--- config.mk ---
export PLATFORM = sky130hd
export DESIGN_NAME = fifo_wr_arb
export DESIGN_NICKNAME = d
export VERILOG_FILES = /design/src/rtl/fifo_wr_arb.sv
export SDC_FILE = /design/constraint.sdc
export NUM_CORES = 1
export LEC_CHECK = 0
export ABC_CLOCK_PERIOD_IN_PS = 4200
export CAP_MARGIN = 30
export CORE_ASPECT_RATIO = 1.1
export CORE_MARGIN = 2
export CORE_UTILIZATION = 25
export CTS_BUF_LIST = sky130_fd_sc_hd__clkbuf_2 sky130_fd_sc_hd__clkbuf_4 sky130_fd_sc_hd__clkbuf_8
export CTS_CLUSTER_SIZE = 16
export DETAILED_ROUTE_END_ITERATION = 10
export GPL_TIMING_DRIVEN = 1
export PLACE_DENSITY = 0.53
export SETUP_SLACK_MARGIN = 0.15
export SLEW_MARGIN = 15
export SYNTH_ARGS = -nofsm -noshare
export SYNTH_HDL_FRONTEND = slang
export SYNTH_SLANG_ARGS = --single-unit
--- constraint.sdc ---
create_clock -name wr_clk -period 4.2 [get_ports wr_clk]
set_input_delay 1.26 -clock wr_clk [delete_from_list [all_inputs] [get_ports wr_clk]]
set_output_delay 1.26 -clock wr_clk [all_outputs]
set_load 0.05 [all_outputs]
--- src/rtl/fifo_wr_arb.sv ---
// ---------------------------------------------------------------------------
// fifo_wr_arb
//
// Round-robin arbiter that shares a single async FIFO write port among
// NUM_REQ producers in the write-clock domain. One requester at a time is
// granted for a burst of up to BURST_LEN words. Accepted words are forwarded
// to the FIFO through registered wr_en/wr_data. The FIFO's write-side
// occupancy provides back-pressure.
//
// Ports:
//   wr_clk     in   FIFO write clock (rising edge)
//   rst_n      in   asynchronous active-low reset
//   req_vld    in   [NUM_REQ]             per-requester word valid
//   req_data   in   [NUM_REQ*DATA_WIDTH]  requester i in [i*DATA_WIDTH +: DATA_WIDTH]
//   req_rdy    out  [NUM_REQ]             per-requester accept (combinational, one-hot or zero)
//   fifo_cnt   in   [ADDR_WIDTH+1]        FIFO write-side occupancy
//   fifo_full  in   FIFO full flag
//   wr_en      out  FIFO write enable (registered)
//   wr_data    out  [DATA_WIDTH]          FIFO write data (registered)
//   grant_id   out  [clog2(NUM_REQ)]      current or most recent grantee
//   busy       out  high while a burst grant is held
// ---------------------------------------------------------------------------
module fifo_wr_arb #(
    parameter int NUM_REQ    = 4,
    parameter int DATA_WIDTH = 3,
    parameter int DATA_DEPTH = 8,
    parameter int ADDR_WIDTH = 3,
    parameter int BURST_LEN  = 4
) (
    input  logic                          wr_clk,
    input  logic                          rst_n,
    input  logic [NUM_REQ-1:0]            req_vld,
    input  logic [NUM_REQ*DATA_WIDTH-1:0] req_data,
    output logic [NUM_REQ-1:0]            req_rdy,
    input  logic [ADDR_WIDTH:0]           fifo_cnt,
    input  logic                          fifo_full,
    output logic                          wr_en,
    output logic [DATA_WIDTH-1:0]         wr_data,
    output logic [$clog2(NUM_REQ)-1:0]    grant_id,
    output logic                          busy
);

    localparam int GW = $clog2(NUM_REQ);
    localparam int BW = $clog2(BURST_LEN + 1);
    localparam int CW = ADDR_WIDTH + 2;

    localparam logic [CW-1:0] DEPTH_C   = CW'(DATA_DEPTH);
    localparam logic [BW-1:0] LAST_BEAT = BW'(BURST_LEN);
    localparam logic [GW-1:0] LAST_REQ  = GW'(NUM_REQ - 1);

    typedef enum logic {
        IDLE  = 1'b0,
        BURST = 1'b1
    } state_t;

    state_t                  state, state_nxt;
    logic [GW-1:0]           ptr, ptr_nxt;
    logic [GW-1:0]           grant_nxt;
    logic [BW-1:0]           beat, beat_nxt;
    logic                    wr_en_nxt;
    logic [DATA_WIDTH-1:0]   wr_data_nxt;
    logic [GW:0]             pick;
    logic [GW-1:0]           ptr_after;
    logic [CW-1:0]           occ;
    logic                    space_ok;
    logic                    xfer;
    logic [DATA_WIDTH-1:0]   lane [NUM_REQ];

    // Round-robin search: scan offsets from the highest down to zero so the
    // smallest offset from 'start' is the last one written and wins.
    // The MSB of the result flags that some requester was found.
    function automatic logic [GW:0] pick_next(input logic [NUM_REQ-1:0] vld,
                                              input logic [GW-1:0]      start);
        logic [GW:0] res;
        int          idx;
        res = '0;
        for (int i = NUM_REQ - 1; i >= 0; i--) begin
            idx = int'(start) + i;
            if (idx >= NUM_REQ) idx = idx - NUM_REQ;
            if (vld[GW'(idx)]) res = {1'b1, GW'(idx)};
        end
        return res;
    endfunction

    for (genvar i = 0; i < NUM_REQ; i++) begin : g_lane
        assign lane[i] = req_data[i*DATA_WIDTH +: DATA_WIDTH];
    end

    // The write issued last cycle is not yet reflected in fifo_cnt, so it is
    // added in before comparing against the depth.
    assign occ      = CW'(fifo_cnt) + CW'(wr_en);
    assign space_ok = !fifo_full && (occ < DEPTH_C);

    assign ptr_after = (grant_id == LAST_REQ) ? '0 : grant_id + 1'b1;
    assign busy      = (state == BURST);

    always_comb begin
        state_nxt   = state;
        ptr_nxt     = ptr;
        beat_nxt    = beat;
        grant_nxt   = grant_id;
        wr_en_nxt   = 1'b0;
        wr_data_nxt = wr_data;
        req_rdy     = '0;
        xfer        = 1'b0;
        pick        = pick_next(req_vld, ptr);

        case (state)
            IDLE: begin
                if (pick[GW]) begin
                    grant_nxt = pick[GW-1:0];
                    beat_nxt  = '0;
                    state_nxt = BURST;
                end
            end
            BURST: begin
                req_rdy[grant_id] = space_ok;
                xfer              = req_vld[grant_id] && space_ok;
                if (xfer) begin
                    beat_nxt    = beat + 1'b1;
                    wr_en_nxt   = 1'b1;
                    wr_data_nxt = lane[grant_id];
                    if (beat_nxt == LAST_BEAT) begin
                        state_nxt = IDLE;
                        ptr_nxt   = ptr_after;
                    end
                end else if (!req_vld[grant_id]) begin
                    // Requester dropped out: give up the rest of the burst.
                    state_nxt = IDLE;
                    ptr_nxt   = ptr_after;
                end
                // Otherwise back-pressured: keep the grant and wait.
            end
            default: state_nxt = IDLE;
        endcase
    end

    always_ff @(posedge wr_clk or negedge rst_n) begin
        if (!rst_n) begin
            state    <= IDLE;
            ptr      <= '0;
            beat     <= '0;
            grant_id <= '0;
            wr_en    <= 1'b0;
            wr_data  <= '0;
        end else begin
            state    <= state_nxt;
            ptr      <= ptr_nxt;
            beat     <= beat_nxt;
            grant_id <= grant_nxt;
            wr_en    <= wr_en_nxt;
            wr_data  <= wr_data_nxt;
        end
    end

endmodule
# Word level (Yosys, flattened, before mapping)
# Cells that the tools add are included.
# W data, S select, Z words.
totals:
  ff_bits: 12
  output_inout_bits: 11
op_classes:
  add_sub_neg: 10
  n_lt_le_gt_ge: 12
  eq_ne: 6
  muxes: 42
  bitwise_logic: 3
  n_reduce_logical: 8
op_table:
  columns: ["operator", "count"]
  rows:
  - ["$mux W3", 8]
  - ["$lt A2 B4 Y1 const B", 4]
  - ["$mux W1", 16]
  - ["$mux W2", 8]
  - ["$ge A3 B3 Y1 const B", 4]
  - ["$bmux W1 S2", 5]
  - ["$sub A2 B1 Y2 const B", 4]
  - ["$add A2 B2 Y3 const B", 2]
  - ["$bmux W3 S2", 1]
  - ["$ne A2 B1 Y1 const B", 3]
  - ["$pmux W3 S2", 1]
  - ["$reduce_and A2 Y1", 3]
  - ["$add A4 B1 Y5", 1]
  - ["$lt A5 B4 Y1 const B", 1]
  - ["$and A4 B4 Y4", 1]
  - ["$mux W4", 1]
  - ["$add A2 B1 Y3 const B", 1]
  - ["$add A3 B1 Y3 const B", 1]
  - ["$eq A3 B3 Y1 const B", 1]
  - ["$ge A2 B3 Y1 const B", 1]
  - ["$logic_and A1 B1 Y1", 3]
  - ["$lt A2 B3 Y1 const B", 1]
  - ["$not A2 Y3", 1]
  - ["$reduce_and A3 Y1", 1]
  - ["other kinds (8)", 8]

# Longest topological paths before layout
logic_depth:
  depth_word: 12
  ltp_mapped: 5
  mapped_depth_nobuf: 5

# Worst setup path before layout
# Ideal clock, no wire load.
synth_timing:
  path_kind: "input to output"
  startpoint: "input port fifo_cnt[3]"
  endpoint: "output port req_rdy[0]"
  t_arrival_ns: 2.126
  t_required_ns: 2.940
  setup_slack_ns: 0.814
  cell_stages: 3
  path_buffers: 0
  cell_sequence: "nor2_1 and2_1 and3_1"
synth_between:
  elab_chain_cells: 5
synth_lines:
  columns: ["item", "line", "text"]
  rows:
  - ["start, declared", "35", "input logic [ADDR_WIDTH:0] fifo_cnt,"]
  - ["$add A4 B1 Y5", "91", "assign occ = CW'(fifo_cnt) + CW'(wr_en);"]
  - ["$lt A5 B4 Y1", "92", "assign space_ok = !fifo_full && (occ < DEPTH_C);"]
  - ["$logic_and A1 B1 Y1", "92", null]
  - ["$and A4 B4 Y4 (no line)", null, null]
  - ["$mux W4", "108", "case (state)"]
  - ["end, declared", "34", "output logic [NUM_REQ-1:0] req_rdy,"]
# No other way between the ends.

# Worst setup path after layout
layout_timing:
  startpoint: "input port fifo_cnt[0]"
  endpoint: "output port req_rdy[2]"
# The elaborated chain is that of the path after synthesis.

==> reports/results.txt <==
status = finished clean
Die ar. = 3580 µm²
die height = 62.5 µm
DR WL/cell = 11.9 µm
Relative slew margins = 62.8%
delay-heaviest family, CP = simple AND/OR/NAND/NOR gates
post-synthesis simple-gate area fraction = 13.5%
core area = 3000 µm²
Slew Viols, Final = 0
# DRC = 0
worst slew pin tran = 0.557 ns
placed cell area = 1180 µm²
critical-path cell list = clkdlybuf4s50_1 -> nand4_1 -> and2_1 -> and3_1 -> buf_12
final hold vios = 0
worst hold slack = 0.507 ns
total CTS buffers = 3
largest family of logic cells by synthesized area = multiplexers
share of layout cells above drive strength 1 = 15.4%
Die W = 57.2 µm
Place WS = 0.406 ns
Synth Area in Compound Gates = 13.2%
Rows = 21
Hold Crit Class = reg2reg
PostCTS Resize Cnt = 0
initial antenna violation count = 0
post-synthesis adder-cell area fraction = 9.65%
Synth Area in XOR/XNOR = 0%
first-pass GRT wire length = 2780 µm
fmax = 264 MHz
Final Setup Violations = 0
Vias = 673
CTS tree = done
vias in the first global route = 650
# placed instances = 134
IO Count = 34
most frequent cells in the layout = 29 x clkdlybuf4s50_1, 12 x dfrtp_1, 8 x inv_1
synth unique cells = 26
via/cell ratio = 4.88
area delta synth->final = 56.8%
Max FO, Critical Path = 4
non-filler cells, final = 138
final wirelength = 1640 µm
final period demand of the worst path = 3.79 ns
pwr dens = 585 nW/µm²
Mapped Area = 778 µm²
data arrival time of the critical path = 2.53 ns
post-synth net total = 98
CP Capture Type = output pin
Leak = 0.537 nW
H-tree depth = 1
Layout Nets = 134
flops & latches, synth = 12
Routed Antenna Nets = 0
Peak VDD IR = 319 µV
ratio of final minimum period to clock period = 90.1%
Setup crit start kind = primary input
Tot GR Track Use = 9.73%
commonest non-fill, non-tap cell in the layout = clkdlybuf4s50_1
proportion of synthesized area in mux cells = 20.3%
Root Driver = clkbuf_4
drt pass-1 iters = 2
Buf/Inv on CP = 2
Post-synth EDFFs = 0
CP peak stage delay = 0.45 ns
Crit Path Category = in2out
Synth Flop Type = dfrtp_1
RSZ-0062 raised after global routing = false
post-DP HPWL = 1340 µm
Worst-path clk slew = 0.08 ns
Syn Area/Cell = 11.3 µm²
clock sink count = 12
Clock Latency Late Sink = 0.27 ns
Inserted Diodes = 0
Post-CTS Setup Repair Bufs = 0
final instance area = 1220 µm²
Ys Warns = 0
Port-buffer cells = 33
Final GP Congestion = 0.662
Final WS setup = 0.415 ns
Tot Pwr = 0.714 mW
clk buf depth = 2
largest net degree at the start of global routing = 13
grt ovf = 0
worst path required time = 2.94 ns
sequential element share of the synthesized area = 38.6%
Core Util, Final = 40.7%
worst-path cell with the longest stage delay = clkdlybuf4s50_1
First DRT Iteration DRCs = 6
Hold Buf Count CTS = 0
setup TNS = 0 ns
Initial Utilization = 26.0%
Async SR Flop Fraction = 100%
Fin Clk Skew = 0.00624 ns
Max-Cap Viols = 0
Post-Syn Instances = 69
## layout make-up
type	count	area, µm²
sequential	12	300
inverter	8	30.0
fill	295	1780
tap	34	42.5
timing repair buffer	33	370
multi-input combinational	47	440
clock buffer	4	36.3
## registers in the layout, indices dropped and copies added, names as in the netlist
name	flops
beat	3
wr_data	3
grant_id	2
ptr	2
busy	1
wr_en	1
## power breakdown
| part | switching [mW] | internal [mW] |
|---|---|---|
| Sequential | 0.0679 | 0.161 |
| Clock | 0.0402 | 0.0526 |
| Combinational | 0.208 | 0.184 |
| Total | 0.316 | 0.398 |
## cells by family (layout without fill, tap and decap cells)
kind of cell               Yosys count  count (layout)
and+or+nand+nor                     17              17
AOI/OAI and AO/OA                   15              15
DFF                                 12              12
buffers and inverters               10              45
muxes                                9               9
adders and majority gates            6               6
## metal layers
layer | up-vias | global-route usage [%] | wire, µm
li1 | 325 | - | -
met1 | 317 | 12.8 | 711
met2 | 29 | 15.9 | 779
met3 | 2 | 1.66 | 137
met4 | 0 | 3.49 | 13
met5 | - | 0 | 0
## synth_stat cells (all sizes together) (2+ instances only)
cell type   n  area [µm²]
ha          6        75.1
o21ai       4        20.0
nand3       4        20.0
nand2       2        7.51
nand4       2        27.5
mux2        5        56.3
nor2        3        11.3
a21oi       2        10.0
o22ai       2        12.5
inv         8        30.0
dfrtp      12         300
and3        4        25.0
clkbuf      2        7.51
mux4        4         101
and2        2        13.8
a21bo       2        20.0
## final timing paths
kind	start	to	slack, ns	cells after the start
max in group asynchronous	rst_n	busy$_DFF_PN0_	2.49	1
min in group asynchronous	rst_n	grant_id[1]$_DFFE_PN0P_	1.34	1
hold reg to reg	beat[0]$_DFFE_PN0P_	beat[0]$_DFFE_PN0P_	0.51	1
hold / removal	beat[0]$_DFFE_PN0P_	beat[0]$_DFFE_PN0P_	0.51	1
setup reg to reg	grant_id[1]$_DFFE_PN0P_	ptr[1]$_DFFE_PN0P_	2.36	3
setup / recovery	fifo_cnt[0]	req_rdy[2]	0.41	5
Power figures use the tool's default switching activity.
